**src/rtl/seq_alu_pkg.sv**
```systemverilog
// Shared types and opcode helpers for the multi-cycle ALU (seq_alu).
package seq_alu_pkg;

  typedef enum logic [3:0] {
    ADD = 4'd0,
    LSL = 4'd1,
    LSR = 4'd2,
    XOR = 4'd3,
    SNE = 4'd4,
    MOV = 4'd5,
    SEQ = 4'd6,
    MSK = 4'd7,
    ASR = 4'd8,
    ROL = 4'd9,
    ROR = 4'd10
  } alu_op_t;

  typedef enum logic [1:0] {
    IDLE = 2'd0,
    ITER = 2'd1,
    DONE = 2'd2
  } seq_alu_state_t;

  // Fill source for the vacated bit of a single-position shift.
  localparam logic [1:0] FILL_ZERO = 2'd0;
  localparam logic [1:0] FILL_SIGN = 2'd1;
  localparam logic [1:0] FILL_ROT  = 2'd2;

  function automatic logic is_iterative(alu_op_t op);
    return op inside {LSL, LSR, ASR, ROL, ROR, MSK};
  endfunction

  function automatic logic shift_right(alu_op_t op);
    return op inside {LSR, ASR, ROR};
  endfunction

  function automatic logic [1:0] shift_fill(alu_op_t op);
    case (op)
      ASR:      return FILL_SIGN;
      ROL, ROR: return FILL_ROT;
      default:  return FILL_ZERO;
    endcase
  endfunction

endpackage

```
**src/rtl/seq_alu_shift_step.sv**
```systemverilog
// Single-position shift/rotate: one step of the iterative datapath and
// one link of the barrel chain.
module alu_shift_step
  import seq_alu_pkg::*;
#(
  parameter int unsigned W = 8
) (
  input  logic         i_right,
  input  logic [1:0]   i_fill,
  input  logic [W-1:0] i_val,
  output logic [W-1:0] o_val_c,
  output logic         o_bit_c
);

  logic w_fill_bit;

  always_comb begin
    w_fill_bit = 1'b0;
    if (i_right) begin
      o_bit_c = i_val[0];
      if (i_fill == FILL_ROT)       w_fill_bit = i_val[0];
      else if (i_fill == FILL_SIGN) w_fill_bit = i_val[W-1];
      o_val_c = {w_fill_bit, i_val[W-1:1]};
    end else begin
      o_bit_c = i_val[W-1];
      if (i_fill == FILL_ROT) w_fill_bit = i_val[W-1];
      o_val_c = {i_val[W-2:0], w_fill_bit};
    end
  end

endmodule

```
**src/rtl/seq_alu.sv**
```systemverilog
// Multi-cycle ALU with Start/Done handshake and registered result/flags.
// Define BARREL_SHIFT_EN to compute all shifts in a single cycle.
module seq_alu
  import seq_alu_pkg::*;
#(
  parameter int unsigned W  = 8,
  parameter int unsigned AW = 3,
  parameter int unsigned IW = 5
) (
  input  logic          Clk,
  input  logic          Reset_n,
  input  logic          Start,
  input  logic [3:0]    OP,
  input  logic [W-1:0]  InputA,
  input  logic [W-1:0]  InputB,
  input  logic [AW-1:0] Amt,
  input  logic [IW-1:0] Immediate,
  input  logic          SC_in,
  output logic          Busy,
  output logic          Done,
  output logic [W-1:0]  Out,
  output logic          Zero,
  output logic          Parity,
  output logic          Odd,
  output logic          Carry,
  output logic          Illegal
);

  localparam int unsigned CW = $clog2(W + 1);
  localparam int unsigned W1 = W + 1;

  seq_alu_state_t r_state;
  alu_op_t        r_op;
  logic [W-1:0]   r_val;
  logic [CW-1:0]  r_cnt;
  logic [W-1:0]   r_out;
  logic           r_zero, r_parity, r_odd, r_carry, r_illegal, r_busy, r_done;

  alu_op_t        w_op;
  logic [W-1:0]   w_imm, w_init, w_res, w_step_val;
  logic [CW-1:0]  w_amt;
  logic           w_msk_oob, w_step_bit, w_load, w_iter, w_carry, w_illegal;

  assign w_op      = alu_op_t'(OP);
  assign w_imm     = W'(Immediate);
  assign w_init    = (w_op == MSK) ? W'(1) : InputA;
  assign w_msk_oob = (InputB >= W'(W));

  // Effective step count; shift amounts beyond W saturate at W steps.
  always_comb begin
    if (w_op == MSK)         w_amt = CW'(InputB);
    else if (32'(Amt) >= W)  w_amt = CW'(W);
    else                     w_amt = CW'(Amt);
  end

  alu_shift_step #(.W(W)) u_step (
    .i_right (shift_right(r_op)),
    .i_fill  (shift_fill(r_op)),
    .i_val   (r_val),
    .o_val_c (w_step_val),
    .o_bit_c (w_step_bit)
  );

`ifdef BARREL_SHIFT_EN
  logic [W-1:0] w_bar_val;
  logic         w_bar_bit;

  // W chained steps; stage i is bypassed once i reaches the step count.
  for (genvar i = 0; i < W; i++) begin : g_bar
    logic [W-1:0] w_in, w_sv, w_out;
    logic         w_cin, w_sb, w_cout;
    if (i == 0) begin : g_head
      assign w_in  = w_init;
      assign w_cin = 1'b0;
    end else begin : g_link
      assign w_in  = g_bar[i-1].w_out;
      assign w_cin = g_bar[i-1].w_cout;
    end
    alu_shift_step #(.W(W)) u_bstep (
      .i_right (shift_right(w_op)),
      .i_fill  (shift_fill(w_op)),
      .i_val   (w_in),
      .o_val_c (w_sv),
      .o_bit_c (w_sb)
    );
    assign w_out  = (CW'(i) < w_amt) ? w_sv : w_in;
    assign w_cout = (CW'(i) < w_amt) ? w_sb : w_cin;
  end

  assign w_bar_val = g_bar[W-1].w_out;
  assign w_bar_bit = g_bar[W-1].w_cout;
`endif

  // Result decode: w_load writes Out/flags this edge, w_iter enters ITER.
  always_comb begin
    w_load    = 1'b0;
    w_iter    = 1'b0;
    w_res     = '0;
    w_carry   = 1'b0;
    w_illegal = 1'b0;
    if (r_state == IDLE && Start) begin
      w_load = 1'b1;
      if (is_iterative(w_op)) begin
        if (w_op == MSK && w_msk_oob) w_res = '0;
`ifdef BARREL_SHIFT_EN
        else begin
          w_res   = w_bar_val;
          w_carry = w_bar_bit;
        end
`else
        else if (w_amt == '0) w_res = w_init;
        else begin
          w_load = 1'b0;
          w_iter = 1'b1;
        end
`endif
      end else begin
        case (w_op)
          ADD:     {w_carry, w_res} = W1'(InputA) + W1'(InputB) + W1'(SC_in);
          XOR:     w_res = InputA ^ InputB;
          MOV:     w_res = InputB;
          SEQ:     w_res = W'(InputA == w_imm);
          SNE:     w_res = W'(InputA != w_imm);
          default: w_illegal = 1'b1;
        endcase
      end
    end else if (r_state == ITER && r_cnt == CW'(1)) begin
      w_load  = 1'b1;
      w_res   = w_step_val;
      w_carry = w_step_bit;
    end
  end

  always_ff @(posedge Clk or negedge Reset_n) begin
    if (!Reset_n) begin
      r_state   <= IDLE;
      r_op      <= ADD;
      r_val     <= '0;
      r_cnt     <= '0;
      r_out     <= '0;
      r_zero    <= 1'b1;
      r_parity  <= 1'b0;
      r_odd     <= 1'b0;
      r_carry   <= 1'b0;
      r_illegal <= 1'b0;
      r_busy    <= 1'b0;
      r_done    <= 1'b0;
    end else begin
      if (w_load) begin
        r_out     <= w_res;
        r_zero    <= ~|w_res;
        r_parity  <= ^w_res;
        r_odd     <= w_res[0];
        r_carry   <= w_carry;
        r_illegal <= w_illegal;
      end
      case (r_state)
        IDLE: begin
          r_done <= 1'b0;
          if (w_load) begin
            r_state <= DONE;
            r_done  <= 1'b1;
          end else if (w_iter) begin
            r_state <= ITER;
            r_busy  <= 1'b1;
            r_op    <= w_op;
            r_val   <= w_init;
            r_cnt   <= w_amt;
          end
        end
        ITER: begin
          r_val <= w_step_val;
          r_cnt <= r_cnt - CW'(1);
          if (w_load) begin
            r_state <= DONE;
            r_busy  <= 1'b0;
            r_done  <= 1'b1;
          end
        end
        DONE: begin
          r_state <= IDLE;
          r_done  <= 1'b0;
        end
        default: r_state <= IDLE;
      endcase
    end
  end

  assign Busy    = r_busy;
  assign Done    = r_done;
  assign Out     = r_out;
  assign Zero    = r_zero;
  assign Parity  = r_parity;
  assign Odd     = r_odd;
  assign Carry   = r_carry;
  assign Illegal = r_illegal;

endmodule

```
**config.mk**
```make
export PLATFORM = sky130hd
export DESIGN_NAME = seq_alu
export DESIGN_NICKNAME = d
export VERILOG_FILES = /design/src/rtl/seq_alu_pkg.sv /design/src/rtl/seq_alu_shift_step.sv /design/src/rtl/seq_alu.sv
export SDC_FILE = /design/constraint.sdc
export NUM_CORES = 1
export LEC_CHECK = 0
export ABC_AREA = 0
export CORE_ASPECT_RATIO = 1.4
export CORE_MARGIN = 10
export CORE_UTILIZATION = 48
export CTS_CLUSTER_DIAMETER = 200
export DETAILED_ROUTE_END_ITERATION = 16
export PLACE_DENSITY = 0.86
export SLEW_MARGIN = 15
export SYNTH_ARGS = -nofsm -noshare
export SYNTH_HDL_FRONTEND = slang
export SYNTH_HIERARCHICAL = 1
export SYNTH_SLANG_ARGS = --single-unit
export TNS_END_PERCENT = 50
```
**constraint.sdc**
```tcl
create_clock -name Clk -period 2.6 [get_ports Clk]
set_input_delay 0.39 -clock Clk [delete_from_list [all_inputs] [get_ports Clk]]
set_output_delay 0.39 -clock Clk [all_outputs]
set_load 0.05 [all_outputs]
```
==> impl_results.md, run 1 <==
* N_diodes at 0
* Antenna viol nets, final at 0
* Worst endpoint data arrival time at about 2.9 ns
* Distinct cell type count of the synthesized netlist at 63
* Pwr/cell area at around 890 nW/um^2
* Mean number of vias per cell at ~6.4
* RSZ-0062 raised after global routing: yes
* Number of buffers created by CTS at 5
* Die ar. at 9030 sq um
* Routability Congestion at 1.03
* Setup crit start kind: flop
* Largest buffer count on any clock path at 2
* Failing checks: setup timing
* # DRC at 0
* Share of cells above drive strength 1 at 0.379
* Synth Area in Simple Gates at 0.249
* Pwr Total at roughly 3.8 mW
* Core area at around 5500 sq um
* Mux cell area share after synthesis at 0.0699
* Htree depth at 2
* Worst endpoint required time at between 2 and 3 ns
* Largest net degree at the start of global routing at 33
* Most frequent cells in the layout: buf_4, clkdlybuf4s50_1, nand2_1
* Clock transition at path regs at 0.07 ns
* Largest family of logic cells by synthesized area: simple AND/OR/NAND/NOR gates
* Total GRT Usage at 0.230
* Cell taking the most area after synthesis: dfrtp_1
* Max Fclk at 366 MHz
* Crit end category: flop
* Compound-cell area share of the yosys netlist at 0.189
* Die Wd at between 80 and 90 um
* Layout area overhead at 57.7%
* Total global routing overflow at 0
* Most common cell after layout, fill and taps aside: buf_4
* PortBufs at 46
* Reg power frac at 0.244
* EDFF count, synth at 0
* Pre-CTS setup slack at -0.712 ns
* Int Pwr at ~2.1 mW
* Placed Instances at about 480
* Fin cells at 501
* Clock Skew at 0.00949 ns
* Chip height at approximately 110 um
* Routed length per instance at 21.7 um
* Seq/Total Area, Yosys at 0.299
* Max_slew headroom at 0.648
* Multi-input gate area in the final layout at around 2000 sq um
* Reg area at 805 sq um
* TritonCTS clock tree: done
* Worst Path Max Fanout at 3
* Initial DRC count at around 480
* Mapped Avg Cell Area at around 8.8 sq um
* Synth top area cells: dfrtp_1, ha_1, nand2_1
* Sw power at ~1.7 mW
* Leakage at slightly below 2 nW
* #FFs+latches synth at 32
* Tmin final at about 2.7 ns
* Nets at 483
* Fin util at 0.772
* First-pass GRT wire length at ~17000 um
* Outcome: finished with violations
* Hold buffers post-CTS at 0
* Post-synth top area share at 0.289
* TritonRoute pass-1 iters at 9
* Min-Delay Path Class: reg2reg
* Sink Count at 32
* Final setup vio count at 2
* Fin. max-slew vios at 0
* Post-Synth XOR/XNOR Area at 0.0457
* Vias in the first global route at around 3300
* Post-DP HPWL at around 6800 um
* Worst VDD drop at approximately 0.55 mV
* Post-route setup slack at -0.133 ns
* Slew of the pin with the lowest slew margin at about 0.53 ns
* Initial core utilization at 0.490
* Synthesized area at approximately 2700 sq um
* Logic pwr share at 0.623
* Final Cycle Share at 1.05
* Fin area at 4230 sq um
* Layout fillers at about 340
* Yosys warns at 6
* Area after DPL at between 3000 and 4000 sq um
* Critical path type: reg2reg
* Clock root buffer: clkbuf_8
* Later-pin clock latency in the skew report at between 0.3 and 0.4 ns
* Initial antenna violation count at 0
* WHS at roughly 0.47 ns
* Setup TNS Final at -0.203 ns
* Syn Nets at ~360
* Top FF cell, synth: dfrtp_1
* Clk network pwr share at 0.133
* Std-Cell Rows at 32
* Mapped Cells at 304
* Vias at between 3000 and 4000
* Max-Cap Viols at 0
* Routed wire length at approximately 11000 um
* Sw frac at 0.449
* Final hold violations at 0
* Ys async rst share at 1.00
* Synth Area in Adders at 0.0941
* Top Ports at 47
-- synth_stat cells (3+ instances only) --
master	instances
nor3_1	11
and2_1	4
nor4_1	3
xnor2_1	7
ha_1	17
nor2b_1	3
a21oi_1	19
inv_1	11
xor2_1	7
o21ai_1	3
mux2_2	5
and3_1	8
mux2_4	6
dfrtp_1	31
mux2i_1	3
buf_6	3
a222oi_1	3
a211oi_1	3
nand3b_1	3
buf_2	6
nand2b_1	5
a31oi_1	6
nand4_1	3
a21o_1	4
a22oi_1	7
nand2_1	31
nor2_1	23
o21ai_0	12
nand3_1	3
nor3b_1	6
clkbuf_1	8
-- worst max-delay path, stage by stage, from the launching register on --
cell	delay [ns]
dfrtp_2	0.46
buf_4	0.16
nor3_4	0.12
buf_6	0.14
nand3b_1	0.16
a31oi_4	0.13
buf_6	0.15
a221oi_4	0.29
nor2_4	0.07
nor3b_4	0.27
ha_4	0.26
xnor2_2	0.18
xnor2_1	0.13
o21ai_1	0.09
-- layer usage --
layer | global-route usage | vias up | part of all wire
li1 | - | 1369 | -
met1 | 0.231 | 1534 | 0.36
met2 | 0.399 | 235 | 0.48
met3 | 0.0467 | 91 | 0.077
met4 | 0.201 | 0 | 0.082
met5 | 0 | - | 0
-- registers in the layout, indices dropped and copies added, names as in the netlist --
register and count:
Done 1, Out 8, Carry 1, Illegal 1, Zero 1, r_val 8
r_state 2, Parity 1, r_cnt 4, r_op 4, Busy 1
-- cells by family (layout without fill, tap and decap cells) --
logic type,Yosys count,after routing
AOI/OAI and AO/OA,76,76
xor gates and xnor gates,14,14
adders and majority gates,19,19
buffers and inverters,29,158
DFF,32,32
muxes,15,15
and+or+nand+nor,119,119
-- power by group through the flow --
stage	clock, mW	combinational, mW	sequential [mW]
CTS	0.486	2.17	0.892
finish	0.501	2.35	0.921
global placement	0	1.90	0.886
floorplan	0	0.960	1.16
detailed placement	0	1.95	0.899
global route	0.519	2.47	0.949
-- final timing paths --
kind / from / to / slack (ns) / cells after the start
worst min register to register: Zero$_DFFE_PN1P_ / Zero$_DFFE_PN1P_ / 0.47 / 2
max in group asynchronous: Reset_n / Zero$_DFFE_PN1P_ / 1.79 / 2
worst max-delay path: r_op[0]$_DFFE_PN0P_ / Parity$_DFFE_PN0P_ / -0.13 / 13
worst max register to register: r_op[0]$_DFFE_PN0P_ / Parity$_DFFE_PN0P_ / -0.13 / 13
min in group asynchronous: Reset_n / Done$_DFFE_PN0P_ / 0.48 / 2
worst min-delay path: Zero$_DFFE_PN1P_ / Zero$_DFFE_PN1P_ / 0.47 / 2
-- cell type report --
class	count	share of cell area
Inverter	11	0.00975
Timing Repair Buffer	139	0.278
Clock inverter	2	0.00827
Sequential cell	32	0.190
Multi-Input combinational cell	243	0.477
Clock buffer	6	0.0171
Tap cell	68	0.0201
-- timing repair --
item,CTS,global route
gates cloned,0,0
buffers inserted,13,3
pin swaps,29,12
setup endpoints to repair,2,2
resized for setup,66,12
Note: power is estimated with default switching activity, not from simulation.
==> inputs of run 2 (changes only) <==
Settings changed: REMOVE_ABC_BUFFERS from default to 1.
==> run 2 against run 1 <==
  * The flow still finishes with violations (setup timing)
  * Register-to-register slack about the same
  * Clock skew fell by 0.0025 ns
  * Largest cell class unchanged
  * Fmax shrank 0.58%
  * Global-route usage down 2.0 points
  * Core utilization fell by 0.71 points
  * Highest routed layer unchanged
  * Routed wire length down 1.6%
  * Count of clock-buffer cells in the layout fell by 1
  * Clock power up 1%
==> impl_results.md, run 2 (synthesized netlist as in run 1, its figures left out) <==
* Outcome: finished with violations
* Failing checks: setup timing
* Routed wire length at 10700 um (-1.6%)
* Worst Path Max Fanout at 3 (unchanged)
* Max-Cap Viols at 0 (unchanged)
* Worst VDD drop at 0.644 mV (+17%)
* Max_slew headroom at 0.633 (-0.0150)
* Top Ports at 47 (unchanged)
* Largest buffer count on any clock path at 2 (unchanged)
* Fin util at 0.765 (-0.00707)
* Vias at 3152 (-2.4%)
* Final setup vio count at 1 (-1)
* Initial core utilization at 0.490 (unchanged)
* Fin. max-slew vios at 0 (unchanged)
* Post-DP HPWL at 6990 um (+3.0%)
* Clock transition at path regs at 0.07 ns (about the same)
* Initial antenna violation count at 0 (unchanged)
* Routed length per instance at 21.4 um (-1.2%)
* PortBufs at 46 (unchanged)
* Clk network pwr share at 0.137 (+0.004)
* Core area at 5490 sq um (unchanged)
* Final Cycle Share at 1.06 (+0.00615)
* Int Pwr at 2.00 mW (-3.7%)
* CP peak stage delay at 0.48 ns (+0.02 ns)
* Largest net degree at the start of global routing at 33 (unchanged)
* Final hold violations at 0 (unchanged)
* # DRC at 0 (unchanged)
* Most frequent cells in the layout: buf_4, dfrtp_1, nand2_1, clkdlybuf4s50_1, nor2_1
* TritonCTS clock tree: done
* Most common cell after layout, fill and taps aside: buf_4
* First-pass GRT wire length at 15600 um (-7.2%)
* Layout area overhead at 56.2%
* Total global routing overflow at 0 (unchanged)
* Reg power frac at 0.248 (+0.004)
* Min-Delay Path Class: reg2reg
* Max Fclk at 364 MHz (-0.58%)
* Initial DRC count at 371 (-22%)
* Sw frac at 0.460 (+0.0112)
* Antenna viol nets, final at 0 (unchanged)
* Pwr Total at 3.71 mW (-1.7%)
* Sw power at 1.71 mW (+0.74%)
* Pwr/cell area at 883 nW/um^2 (-0.80%)
* Chip height at 108 um (unchanged)
* Pre-CTS setup slack at -0.785 ns (-0.0721 ns)
* Share of cells above drive strength 1 at 0.390 (+0.0110)
* Leakage at 1.90 nW (-1.5%)
* Logic pwr share at 0.615 (-0.008)
* Clock Skew at 0.00703 ns (-0.00246 ns)
* Fin area at 4200 sq um (-0.92%)
* Die Wd at 83.2 um (unchanged)
* RSZ-0062 raised after global routing: yes
* Later-pin clock latency in the skew report at 0.30 ns (about the same)
* Number of buffers created by CTS at 5 (unchanged)
* Crit end category: flop
* Worst endpoint data arrival time at 2.92 ns (about the same)
* Critical path type: in2reg
* Clock root buffer: clkbuf_8
* Routability Congestion at 0.964 (-6.5%)
* Mean number of vias per cell at 6.32 (-2.0%)
* Crit path max-delay cell type: or3_1
* Worst endpoint required time at 2.77 ns (-0.02 ns)
* Hold buffers post-CTS at 0 (unchanged)
* WHS at 0.482 ns (+0.00951 ns)
* Slew of the pin with the lowest slew margin at 0.550 ns (+0.0225 ns)
* Crit-path cells: clkdlybuf4s50_1 > or3_1 > mux2i_4 > and3_1 > buf_4 > a221o_1 > a31oi_2 > ha_1 > xnor2_2 > xnor2_1 > o21ai_1
* N_diodes at 0 (unchanged)
* Setup crit start kind: input pin
* Area after DPL at 3730 sq um (-0.47%)
* Std-Cell Rows at 32 (unchanged)
* TritonRoute pass-1 iters at 5 (-4)
* Die ar. at 9030 sq um (unchanged)
* Post-route setup slack at -0.149 ns (-0.0160 ns)
* Nets at 481 (-0.41%)
* Total GRT Usage at 0.210 (-0.0200)
* Vias in the first global route at 3186 (-4.2%)
* Tmin final at 2.75 ns (+0.0160 ns)
* Sink Count at 32 (unchanged)
* Htree depth at 2 (unchanged)
## run 2: cell types whose count changed in the layout (fill, tap and decap cells not counted), sizes merged
cell / before / now
buf: 95 / 94
clkbuf: 6 / 7
clkdlybuf4s50: 32 / 29
clkinvlp: 0 / 1
## run 2: layout make-up
type	count	area [sq um]
clock inverters	3	42.5
clock buffers	5	68.8
multi-input cells	243	2010
inverters	11	41.3
fillers	337	1290
well taps	68	85.1
repair buffers	137	1140
flip-flops and latches	32	802
## run 2: stage by stage
stage,TNS (ns),instances
5_1_grt,-0.229,499
3_5_place_dp,-2.40,478
4_1_cts,-0.0304,493
6_report,-0.149,499
3_3_place_gp,-1.90,478
2_1_floorplan,-0.635,286
## run 2: repair_timing
item / in CTS / in global routing
gates resized for setup: 60 / 32
setup buffers: 7 / 6
pin swaps: 23 / 23
setup endpoints to repair: 2 / 1
## run 2: worst paths after layout
kind,cells after the start,endpoint,slack [ns],from
max in group asynchronous,2,Zero$_DFFE_PN1P_,1.76,Reset_n
min,2,Zero$_DFFE_PN1P_,0.48,Zero$_DFFE_PN1P_
min in group asynchronous,2,r_op[1]$_DFFE_PN0P_,0.50,Reset_n
max,11,Parity$_DFFE_PN0P_,-0.15,Amt[2]
min reg2reg,2,Zero$_DFFE_PN1P_,0.48,Zero$_DFFE_PN1P_
max reg2reg,11,Parity$_DFFE_PN0P_,-0.12,r_op[2]$_DFFE_PN0P_
## run 2: power groups by stage
stage	sequential, mW	clock (mW)	combinational (mW)
floorplan	1.19	0	0.856
global placement	0.885	0	1.86
detailed placement	0.902	0	1.90
CTS	0.897	0.503	2.02
global route	0.941	0.528	2.40
finish	0.918	0.508	2.28
## run 2: layer usage
layer	part of all wire	global-route usage
met1	0.37	0.226
met2	0.49	0.374
met3	0.078	0.0399
met4	0.066	0.123
met5	0	0
## run 2: critical path, delay by kind of cell
kind	cells	cell delay, ns
AND/OR/NAND/NOR	2	0.70
buffers and inverters	2	0.55
AO/OA/AOI/OAI	3	0.35
adder cells (fa/ha/maj)	1	0.35
XOR/XNOR	2	0.33
multiplexers	1	0.24
